### src/rtl/lsu_mem_adapter_pkg.sv
// Shared types and constants for the load/store unit memory adapter.
// Width encodings, FSM states and default memory window.
package lsu_mem_adapter_pkg;

    localparam logic [31:0] MBASE_DEF = 32'h8000_0000;
    localparam logic [31:0] MSIZE_DEF = 32'h0800_0000;

    localparam logic [2:0] F3_B  = 3'd0;
    localparam logic [2:0] F3_H  = 3'd1;
    localparam logic [2:0] F3_W  = 3'd2;
    localparam logic [2:0] F3_BU = 3'd4;
    localparam logic [2:0] F3_HU = 3'd5;

    typedef enum logic [1:0] {
        S_IDLE,
        S_ISSUE,
        S_WAIT,
        S_RESP
    } lsu_state_e;

    typedef struct packed {
        logic       wen;
        logic [1:0] offset;
        logic [2:0] funct3;
    } lsu_req_t;

    function automatic logic [3:0] lane_mask(
        input logic [2:0] funct3,
        input logic [1:0] offset
    );
        logic [3:0] base;
        unique case (funct3[1:0])
            2'd0:    base = 4'b0001;
            2'd1:    base = 4'b0011;
            default: base = 4'b1111;
        endcase
        return base << offset;
    endfunction

endpackage

### src/rtl/lsu_load_align.sv
// Load data alignment: lane shift, truncate, sign/zero extend.
// Purely combinational so a cached path can share it.
module lsu_load_align
    import lsu_mem_adapter_pkg::*;
(
    input  logic [31:0] rdata,
    input  logic [1:0]  offset,
    input  logic [2:0]  funct3,
    output logic [31:0] data
);

    logic [31:0] shifted;

    always_comb begin
        shifted = rdata >> {offset, 3'b000};
        data    = shifted;
        unique case (funct3)
            F3_B:    data = {{24{shifted[7]}}, shifted[7:0]};
            F3_H:    data = {{16{shifted[15]}}, shifted[15:0]};
            F3_BU:   data = {24'd0, shifted[7:0]};
            F3_HU:   data = {16'd0, shifted[15:0]};
            default: data = shifted;
        endcase
    end

endmodule

### src/rtl/lsu_mem_adapter.sv
// Single-outstanding load/store adapter in front of a data memory
// port with one-cycle registered read latency.
module lsu_mem_adapter
    import lsu_mem_adapter_pkg::*;
#(
    parameter logic [31:0] MBASE = MBASE_DEF,
    parameter logic [31:0] MSIZE = MSIZE_DEF
) (
    input  logic        clk,
    input  logic        reset,
    input  logic        req_valid,
    output logic        req_ready,
    input  logic [31:0] req_addr,
    input  logic        req_wen,
    input  logic [31:0] req_wdata,
    input  logic [2:0]  req_funct3,
    output logic        resp_valid,
    input  logic        resp_ready,
    output logic [31:0] resp_rdata,
    output logic        resp_fault,
    output logic [31:0] mem_addr,
    output logic [31:0] mem_wdata,
    output logic        mem_wen,
    output logic [3:0]  mem_mask,
    input  logic [31:0] mem_rdata
);

    lsu_state_e  state;
    lsu_state_e  state_next;
    lsu_req_t    req_q;
    logic        accept;
    logic        misalign;
    logic        bad_f3;
    logic        out_range;
    logic        fault;
    logic [32:0] addr_ext;
    logic [32:0] lo_bound;
    logic [32:0] hi_bound;
    logic [31:0] load_data;

    assign accept     = (state == S_IDLE) && req_valid;
    assign req_ready  = (state == S_IDLE);
    assign resp_valid = (state == S_RESP);
    assign mem_wen    = (state == S_ISSUE) && req_q.wen;

    // 33-bit compare keeps MBASE+MSIZE from wrapping at the top of memory
    assign addr_ext = {1'b0, req_addr};
    assign lo_bound = {1'b0, MBASE};
    assign hi_bound = {1'b0, MBASE} + {1'b0, MSIZE};

    always_comb begin
        misalign = 1'b0;
        unique case (req_funct3[1:0])
            2'd1:    misalign = req_addr[0];
            2'd2:    misalign = |req_addr[1:0];
            default: misalign = 1'b0;
        endcase
        if (req_wen)
            bad_f3 = req_funct3[2] || (req_funct3[1:0] == 2'd3);
        else
            bad_f3 = (req_funct3[1:0] == 2'd3) || (req_funct3 == 3'd6);
        out_range = (addr_ext < lo_bound) || (addr_ext >= hi_bound);
        fault     = misalign || bad_f3 || out_range;
    end

    always_comb begin
        state_next = state;
        unique case (state)
            S_IDLE:  if (req_valid) state_next = fault ? S_RESP : S_ISSUE;
            S_ISSUE: state_next = req_q.wen ? S_RESP : S_WAIT;
            S_WAIT:  state_next = S_RESP;
            S_RESP:  if (resp_ready) state_next = S_IDLE;
            default: state_next = S_IDLE;
        endcase
    end

    always_ff @(posedge clk or posedge reset) begin
        if (reset)
            state <= S_IDLE;
        else
            state <= state_next;
    end

    lsu_load_align u_align (
        .rdata  (mem_rdata),
        .offset (req_q.offset),
        .funct3 (req_q.funct3),
        .data   (load_data)
    );

    // Memory-side outputs load on accept so they are valid through ISSUE
    // and simply hold afterwards; faulting requests leave them untouched.
    always_ff @(posedge clk or posedge reset) begin
        if (reset) begin
            req_q      <= '0;
            resp_rdata <= '0;
            resp_fault <= 1'b0;
            mem_addr   <= '0;
            mem_wdata  <= '0;
            mem_mask   <= '0;
        end else begin
            if (accept) begin
                req_q.wen    <= req_wen;
                req_q.offset <= req_addr[1:0];
                req_q.funct3 <= req_funct3;
                resp_rdata   <= '0;
                resp_fault   <= fault;
                if (!fault) begin
                    mem_addr  <= {req_addr[31:2], 2'b00};
                    mem_mask  <= lane_mask(req_funct3, req_addr[1:0]);
                    mem_wdata <= req_wdata << {req_addr[1:0], 3'b000};
                end
            end
            if (state == S_WAIT)
                resp_rdata <= load_data;
        end
    end

endmodule

### config.mk
export PLATFORM = sky130hd
export DESIGN_NAME = lsu_mem_adapter
export DESIGN_NICKNAME = d
export VERILOG_FILES = /design/src/rtl/lsu_mem_adapter_pkg.sv /design/src/rtl/lsu_load_align.sv /design/src/rtl/lsu_mem_adapter.sv
export SDC_FILE = /design/constraint.sdc
export NUM_CORES = 1
export LEC_CHECK = 0
export ABC_AREA = 1
export ABC_CLOCK_PERIOD_IN_PS = 7000
export BUFFER_PORTS_ARGS = -buffer_cell sky130_fd_sc_hd__buf_2
export CAP_MARGIN = 20
export CORE_AREA = 3 3 107 109
export CTS_CLUSTER_DIAMETER = 150
export CTS_CLUSTER_SIZE = 25
export DETAILED_ROUTE_END_ITERATION = 8
export DIE_AREA = 0 0 110 112
export MAX_ROUTING_LAYER = met4
export PLACE_DENSITY = 0.94
export RECOVER_POWER = 25
export SLEW_MARGIN = 5
export SYNTH_ARGS = -nofsm -noshare
export SYNTH_HDL_FRONTEND = slang
export SYNTH_SLANG_ARGS = --single-unit
### constraint.sdc
create_clock -name clk -period 7 [get_ports clk]
set_input_delay 1.05 -clock clk [delete_from_list [all_inputs] [get_ports clk]]
set_output_delay 1.05 -clock clk [all_outputs]
set_load 0.03 [all_outputs]
Word-level counts from Yosys, hierarchy flattened:

Cells that the tools add are included.

* bitwise logic cells: 1
* multiplexer cells: 13
* reductions and logical operators: 14
* eq/ne operators: 12
* shifts and indexed selects: 3
* $lt $le $gt $ge: 2

Operator list (count)
* $pmux W32 S4: 1
* $mux W32: 2
* $ge A32 B32 Y1 const B: 1
* $lt A32 B32 Y1 const B: 1
* $shl A32 B5 Y32: 1
* $shr A32 B5 Y32: 1
* $eq A3 B3 Y1 const B: 3
* $eq A2 B2 Y1 const B: 4
* $mux W4: 2
* $pmux W2 S4: 1
* $pmux W4 S2: 1
* $mux W2: 3
* $logic_or A1 B1 Y1: 5
* $eq A2 B1 Y1 const B: 2
* $logic_not A2 Y1: 2
* $reduce_and A2 Y1: 2
* $shl A4 B2 Y4: 1
* $eq A3 B1 Y1 const B: 1
* $logic_not A3 Y1: 1
* $logic_and A1 B1 Y1: 2
* $mux W1: 2
* $ne A2 B1 Y1 const B: 1
* $ne A2 B2 Y1 const B: 1
* $pmux W1 S2: 1
* other kinds (3): 3

* logic and storage cells: 54
* flip-flop bits (word level): 107

Logic depth before layout (Yosys ltp):

Gate-level depths: netlist of run 1.

* word-level depth: 8
* gate-level depth with buffers: 10
* depth with buffers taken out: 9

Cells and area by module:

From an unflattened synthesis of run 1, not the netlist that was laid out.

* cell total of the unflattened synthesis: 840
* area total of the unflattened synthesis: 6324.8 um^2

Modules (own cells, without submodules)
* lsu_mem_adapter: times used 1, sequential area each 2677.6 um^2, area each 5403.9 um^2, cells each 682
* lsu_load_align: times used 1, sequential area each 0.0 um^2, area each 920.9 um^2, cells each 158

Worst setup path before layout of run 1:

OpenSTA, ideal clock, no wires.

* path kind: input to register
* start: in req_funct3[0]
* end: reg mem_mask[2]
* setup slack: 4.820 ns
* cell stages on the path: 10
* arrival time: 2.056 ns
* path buffers: 2
* cells stage by stage: inv_1 > ha_1 > inv_1 > a21oi_1 > nor2_1 > nand3_2 > buf_6 > buf_6 > nand2_1 > o21ai_1

* cells in the longest elaborated chain, start to end: 7
* elaborated cells between the ends (all ways): 17
* those cells by class: eq/ne (4); shift (1); mux (5); bitwise (1); reduce/logical (6)

RTL lines
* start: declaration: line lsu_mem_adapter.sv:16 `input logic [2:0] req_funct3,`
* branches (longest 7 deep; another with $pmux W4 S2)
* end signal: assignment: line lsu_mem_adapter.sv:110 `mem_mask <= lane_mask(req_funct3, req_addr[1:0]);`
* end: declaration: line lsu_mem_adapter.sv:24 `output logic [3:0] mem_mask,`

Parallel ways; which one is timed is not known. The select of a mux whose other input is x is not followed.
A chain may end at the register's enable or synchronous reset.

Worst setup path in the final report of run 1:

* start: in req_addr[0]
* end: reg mem_addr[22]

* cells in the longest elaborated chain, start to end: 6
* elaborated cells between the ends (all ways): 9
* those cells by class: order compare (2); mux (1); bitwise (1); reduce/logical (5)

RTL lines
* start: declaration: line lsu_mem_adapter.sv:13 `input logic [31:0] req_addr,`
* branches (longest 3 deep; another with $lt A32 B32 Y1)
* $logic_or A1 B1 Y1 *: line lsu_mem_adapter.sv:63 `fault = misalign || bad_f3 || out_range;`
* $not A1 Y1 (no source line) *
* $reduce_and A2 Y1 (no source line) *
* end signal: assignment: line lsu_mem_adapter.sv:109 `mem_addr <= {req_addr[31:2], 2'b00};`
* end: declaration: line lsu_mem_adapter.sv:21 `output logic [31:0] mem_addr,`

Mark *: on every way between the ends.

==> results of run 1 <==
-- metrics by stage --
stage	utilization, %	hold slack (ns)
after floorplan	-	0.453
after global placement	61.5	0.455
after detailed placement	61.5	0.459
after CTS	63.3	0.488
after global routing	62.9	0.506
final	62.9	0.488
-- placed cells by master (no fill, tap or decap), types with 2 or more instances in the layout --
cell | netlist | final
clkinv_4 | 0 | 2
conb_1 | 1 | 2
o21ai_1 | 9 | 9
inv_2 | 3 | 2
buf_4 | 6 | 3
inv_4 | 3 | 3
inv_1 | 30 | 30
o21ai_0 | 41 | 41
nand3_4 | 2 | 3
nand2_4 | 2 | 2
ha_1 | 9 | 9
clkbuf_1 | 12 | 29
buf_2 | 14 | 176
nor2_1 | 19 | 18
o21ai_2 | 26 | 26
clkbuf_8 | 0 | 9
nand3_1 | 53 | 53
a21oi_1 | 32 | 32
dfrtp_1 | 107 | 107
o21a_1 | 8 | 8
inv_6 | 0 | 2
nand2_1 | 338 | 338
-- critical path: cells and delay by family --
family | cells | cell delay [ns]
AND/OR/NAND/NOR | 5 | 0.99
buffers and inverters | 4 | 2.23
-- metal layers --
layer / vias to the layer above / share of wire (%)
met1: 2570 / 40
met3: 20 / 8.8
met4: 0 / 1.4
met2: 283 / 50
li1: 2664 / -
met5: - / 0
-- power by group --
group          total [mW]  switching [mW]  internal [mW]
Sequential          0.882           0.126          0.756
Clock               0.372           0.233          0.139
Combinational        1.07           0.759          0.312
-- final timing paths --
path	depth (start not counted)	slack (ns)	endpoint
max in group asynchronous	3	4.30	state[1]$_DFFE_PP0P_
min reg2reg	2	0.49	resp_rdata[4]$_DFFE_PP0P_
max reg2reg	9	3.88	mem_addr[22]$_DFFE_PP0P_
max	9	2.92	mem_addr[22]$_DFFE_PP0P_
min in group asynchronous	2	1.16	mem_addr[15]$_DFFE_PP0P_
min	2	0.49	resp_rdata[4]$_DFFE_PP0P_
-- synthesized netlist by cell type, drive strengths merged --
master,count,area (sq um)
inv,36,143
dfrtp,107,2680
nor2,20,82.6
nand2,340,1290
o21a,8,60.1
ha,9,113
conb,1,3.75
buf,36,280
o22ai,1,6.26
clkbuf,13,50.0
o21ai,76,478
nand3,57,320
a21oi,32,160
-- kinds of logic after synthesis --
family	Yosys count	share of synthesized area, %
buffers and inverters	85	8.35
adder cells (fa/ha/maj)	9	1.99
AO/OA/AOI/OAI	117	12.4
other	1	0.0662
AND/OR/NAND/NOR	417	29.9
flip-flops	107	47.3
-- final cells by class --
type / instances / area share (%)
clock buffers: 9 / 1.84
clock inverters: 7 / 1.04
inverters: 36 / 2.14
multi-input cells: 545 / 37.6
flip-flops and latches: 107 / 39.8
well taps: 140 / 2.60
repair buffers: 208 / 15.0
-- state kept, by name (all words and copies together), names as in the netlist --
signal,count
state,2
req_q,6
mem_addr,30
resp_rdata,32
resp_fault,1
mem_wdata,32
mem_mask,4
==> results.yml, run 1 <==
power:
  p_total_mw: 2.32
  p_per_area_nw_per_um2: 345
  p_leak_nw: 3.86
  ir_worst_vdd_mv: 0.164
routing:
  avgRoutedWirePerCell_microns: 14.9
  drtAntennaViolNets: 0
  routed_wirelength_microns: 15600
  vias: 5537
  drtPass1Iterations: 7
  viasPerCell: 5.26
  post-route-drc-count: 0
  drt_iter0_drc: 549
global_route:
  grt.overflow.total: 0
  use_met1_pct: 33.8
  gr-usage-met2_pct: 43.1
  met3_usage_pct: 4.70
  grt_max_degree: 65
  top_usage_layer: "met2"
  grt_pass1_vias: 5231
  antenna_found_initial: 0
  track_usage_pct: 26.2
  grt_pass1_wl_microns: 25000
timing:
  worst_pin_slew_ns: 1.94
  skew_ns: 0.0114
  hold_viol_final: 0
  max_freq_ghz: 0.245
  rsz0062_at_grt: "no"
  final_max_slew_viol_count: 45
  post-route-min-period_ns: 4.08
  finalSetupViolCount: 0
  setup_tns_ns: 0
  setup_slack_ns: 2.92
  fin_crit_sh_pct: 58.3
  maxSlewHeadroom_pct: -30.1
critical_path:
  critPathKind: "in -> reg"
  endpoint_kind: "flip-flop"
  worstReg2RegStart: "state[0]$_DFFE_PP0P_"
  critical_path.slowest_cell: "clkbuf_1"
  cp.required_ns: 7.25
  cpPeakStageDelay_ns: 0.92
  crit_chain: "clkbuf_1 > inv_4 > nand2_4 > nand3_2 > nand3_4 > buf_4 > inv_2 > nand2_1 > nand2_1"
  worstSetupStartpoint: "req_addr[0]"
  cp_common_cell: "nand2_1"
  worstPathMaxFanout: 54
  critPathLaunchType: "input pin"
  arrival_ns: 4.33
clock_tree:
  cts_buffers: 9
  post_cts_buffers: 0
  cts_root_buffer: "clkbuf_8"
  clk_path_buf_depth: 2
  cts.reportedPaths.clkPinSlew_ns: 0.11
  clk_latency_ns: 0.36
  cts_resized: 0
  hold_buffers: 0
  clkSinkCount: 107
  htree_num_levels: 3
  cts_tree: "yes"
placed_design:
  dp_hpwl_microns: 11500
  dpl_cell_area_sq_um: 6580
  placed_cells: 1036
  place_congestion: 0.872
  port-buffer-count: 205
  dp_slack_ns: 3.22
run_status:
  outcome: "finished with violations"
  violations: "max-capacitance violations, max-slew violations"
min_path:
  hold_start: "resp_rdata[4]$_DFFE_PP0P_"
  worstHoldPathType: "reg -> reg"
cells_and_area:
  area_delta_synth_final_pct: 18.8
  multi_input_area_sq_um: 2530
  drive_gt1_share_pct: 25.8
  fill_cells: 932
  stdcell_count: 1052
  num-nets-final: 1020
  diodes: 0
  stdcell_area_sq_um: 6730
  ff_latch_area_sq_um: 2680
synthesis:
  synth_cell_types: 25
  yosys_register_bits: 107
  synth_area_sq_um: 5670
  synth_cells: 736
  yosysWarnings: 0
  yosysSeqAreaShare_pct: 47.3
  syn_area_per_cell_sq_um: 7.70
die:
  die_area_sq_um: 12300
  die_w_microns: 110
  num_rows: 38
  pin_count: 208
  coreArea_sq_um: 10700
  dieHeight_microns: 112
  start_util_pct: 53.0
flow_run:
  maxCapViolCount: 1
No activity file was read; power rests on OpenSTA's default activity.
==> run 2, diff against run 1 <==
- ABC_CLOCK_PERIOD_IN_PS: 7000 -> 4100
- CORE_AREA: 3 3 107 109 -> 3 3 111 113
- DIE_AREA: 0 0 110 112 -> 0 0 114 116
- PLACE_DENSITY: 0.94 -> 0.88
- clock period: 7 -> 4.1 ns (I/O delays scaled with it)
==> run 2 against run 1 <==
Against the previous run:
- the run still ends with max-capacitance violations, max-slew violations left
- sequential share of layout area shrank 1.0 points
- largest power group unchanged
- cell count grew 0.48%
- clock power grew 140%
- clock skew shrank 0.0022 ns
- power grew 82%
- sequential cell count is the same
- critical path type is now in -> async
- worst hold slack lost 0.040 ns
==> results.yml, run 2 (synthesis gave the netlist of run 1 again) <==
placed_design:
  dpl_cell_area_sq_um: 6610
  place_congestion: 0.914
  port-buffer-count: 205
  dp_slack_ns: 1.42
  dp_hpwl_microns: 11500
  placed_cells: 1041
timing:
  skew_ns: 0.00927
  worst_pin_slew_ns: 2.73
  setup_slack_ns: 1.35
  finalSetupViolCount: 0
  final_max_slew_viol_count: 63
  whs_ns: 0.449
  setup_tns_ns: 0
  fin_crit_sh_pct: 67.1
  hold_viol_final: 0
  post-route-min-period_ns: 2.75
  maxSlewHeadroom_pct: -82.7
  rsz0062_at_grt: "no"
  max_freq_ghz: 0.363
critical_path:
  endpoint_kind: "asynchronous set/reset pin"
  arrival_ns: 3.14
  critPathKind: "in -> async"
  critPathLaunchType: "input pin"
  cp.required_ns: 4.49
  worstPathMaxFanout: 62
clock_tree:
  cts_buffers: 9
  cts_resized: 0
  clk_path_buf_depth: 2
  htree_num_levels: 3
  cts.reportedPaths.clkPinSlew_ns: 0.08
  post_cts_buffers: 0
  clkSinkCount: 107
  cts_root_buffer: "clkbuf_16"
  clk_latency_ns: 0.35
  hold_buffers: 0
  cts_tree: "yes"
die:
  num_rows: 39
  die_area_sq_um: 13200
  die_w_microns: 114
  pin_count: 208
  start_util_pct: 49.6
  coreArea_sq_um: 11400
  dieHeight_microns: 116
cells_and_area:
  fill_cells: 1097
  area_delta_synth_final_pct: 22.0
  reg_top3: "mem_wdata (32), resp_rdata (32), mem_addr (30)"
  mostFrequentLayoutCells: "nand2_1 (338), buf_2 (205), dfrtp_1 (107), nand3_1 (53), o21ai_0 (41)"
  stdcell_count: 1057
  stdcell_area_sq_um: 6910
  drive_gt1_share_pct: 29.1
  ff_latch_area_sq_um: 2680
  multi_input_area_sq_um: 2530
  diodes: 0
  fin_util_pct: 60.5
  num-nets-final: 1022
  final_common_cell: "nand2_1"
global_route:
  grt_pass1_wl_microns: 24800
  grt_pass1_vias: 5102
  track_usage_pct: 24.5
  grt.overflow.total: 0
  grt_max_degree: 64
  antenna_found_initial: 0
run_status:
  violations: "max-capacitance violations, max-slew violations"
  outcome: "finished with violations"
power:
  sw_frac_of_total_pct: 46.1
  p_total_mw: 4.24
  ir_worst_vdd_mv: 0.388
  p_comb_share_pct: 44.4
  p_per_area_nw_per_um2: 613
  p_leak_nw: 4.04
  netSwitchingPower_mw: 1.95
  pwr-share-seq_pct: 34.8
  p_int_mw: 2.28
  pwr-share-clk_pct: 20.8
routing:
  drt_iter0_drc: 447
  avgRoutedWirePerCell_microns: 15.0
  vias: 5502
  viasPerCell: 5.21
  post-route-drc-count: 0
  drtAntennaViolNets: 0
  routed_wirelength_microns: 15800
  drtPass1Iterations: 5
flow_run:
  maxCapViolCount: 1
min_path:
  worstHoldPathType: "in -> reg"
==> run 2: cell count changes in the layout (fill, tap and decap cells not counted), sizes merged <==
cell,before,now
buf,179,208
clkbuf,38,11
clkinv,3,5
clkinvlp,2,1
inv,38,37
==> run 2: worst max-delay path, stage by stage <==
cell and delay (ns):
buf_2 0.10, clkinvlp_2 1.52, clkbuf_2 0.85
==> run 2: area by class of cell <==
class | count | area share [%]
clock buffer | 9 | 3.26
sequential | 107 | 38.7
clock inverter | 7 | 1.25
timing repair buffer | 210 | 15.5
multi-input combinational | 545 | 36.6
inverter | 36 | 2.08
tap | 143 | 2.59
==> run 2: worst paths after layout <==
kind / cells after the start / end / slack, ns / from
min in group asynchronous: 2 / mem_addr[18]$_DFFE_PP0P_ / 1.01 / reset
max in group clk: 8 / mem_addr[24]$_DFFE_PP0P_ / 1.59 / state[0]$_DFFE_PP0P_
hold / removal: 3 / mem_addr[15]$_DFFE_PP0P_ / 0.45 / req_addr[15]
hold reg to reg: 2 / mem_addr[31]$_DFFE_PP0P_ / 0.47 / mem_addr[31]$_DFFE_PP0P_
setup reg to reg: 8 / mem_addr[24]$_DFFE_PP0P_ / 1.59 / state[0]$_DFFE_PP0P_
setup / recovery: 3 / resp_rdata[27]$_DFFE_PP0P_ / 1.35 / reset
==> run 2: layer usage <==
| layer | routed length (microns) | part of all wire, % | global-route usage [%] |
|---|---|---|---|
| met2 | 7480 | 47 | 38.6 |
| met3 | 1390 | 8.8 | 3.92 |
| met1 | 6480 | 41 | 30.7 |
| met4 | 461 | 2.9 | 12.5 |
| met5 | 0 | 0 | - |
==> run 2: power groups by stage <==
stage               Clock, mW  Sequential [mW]  Combinational (mW)
global placement            0             1.48                1.86
floorplan                   0             1.80                1.10
CTS                     0.900             1.47                1.90
finish                  0.881             1.48                1.88
detailed placement          0             1.49                1.89
global route            0.941             1.50                2.10
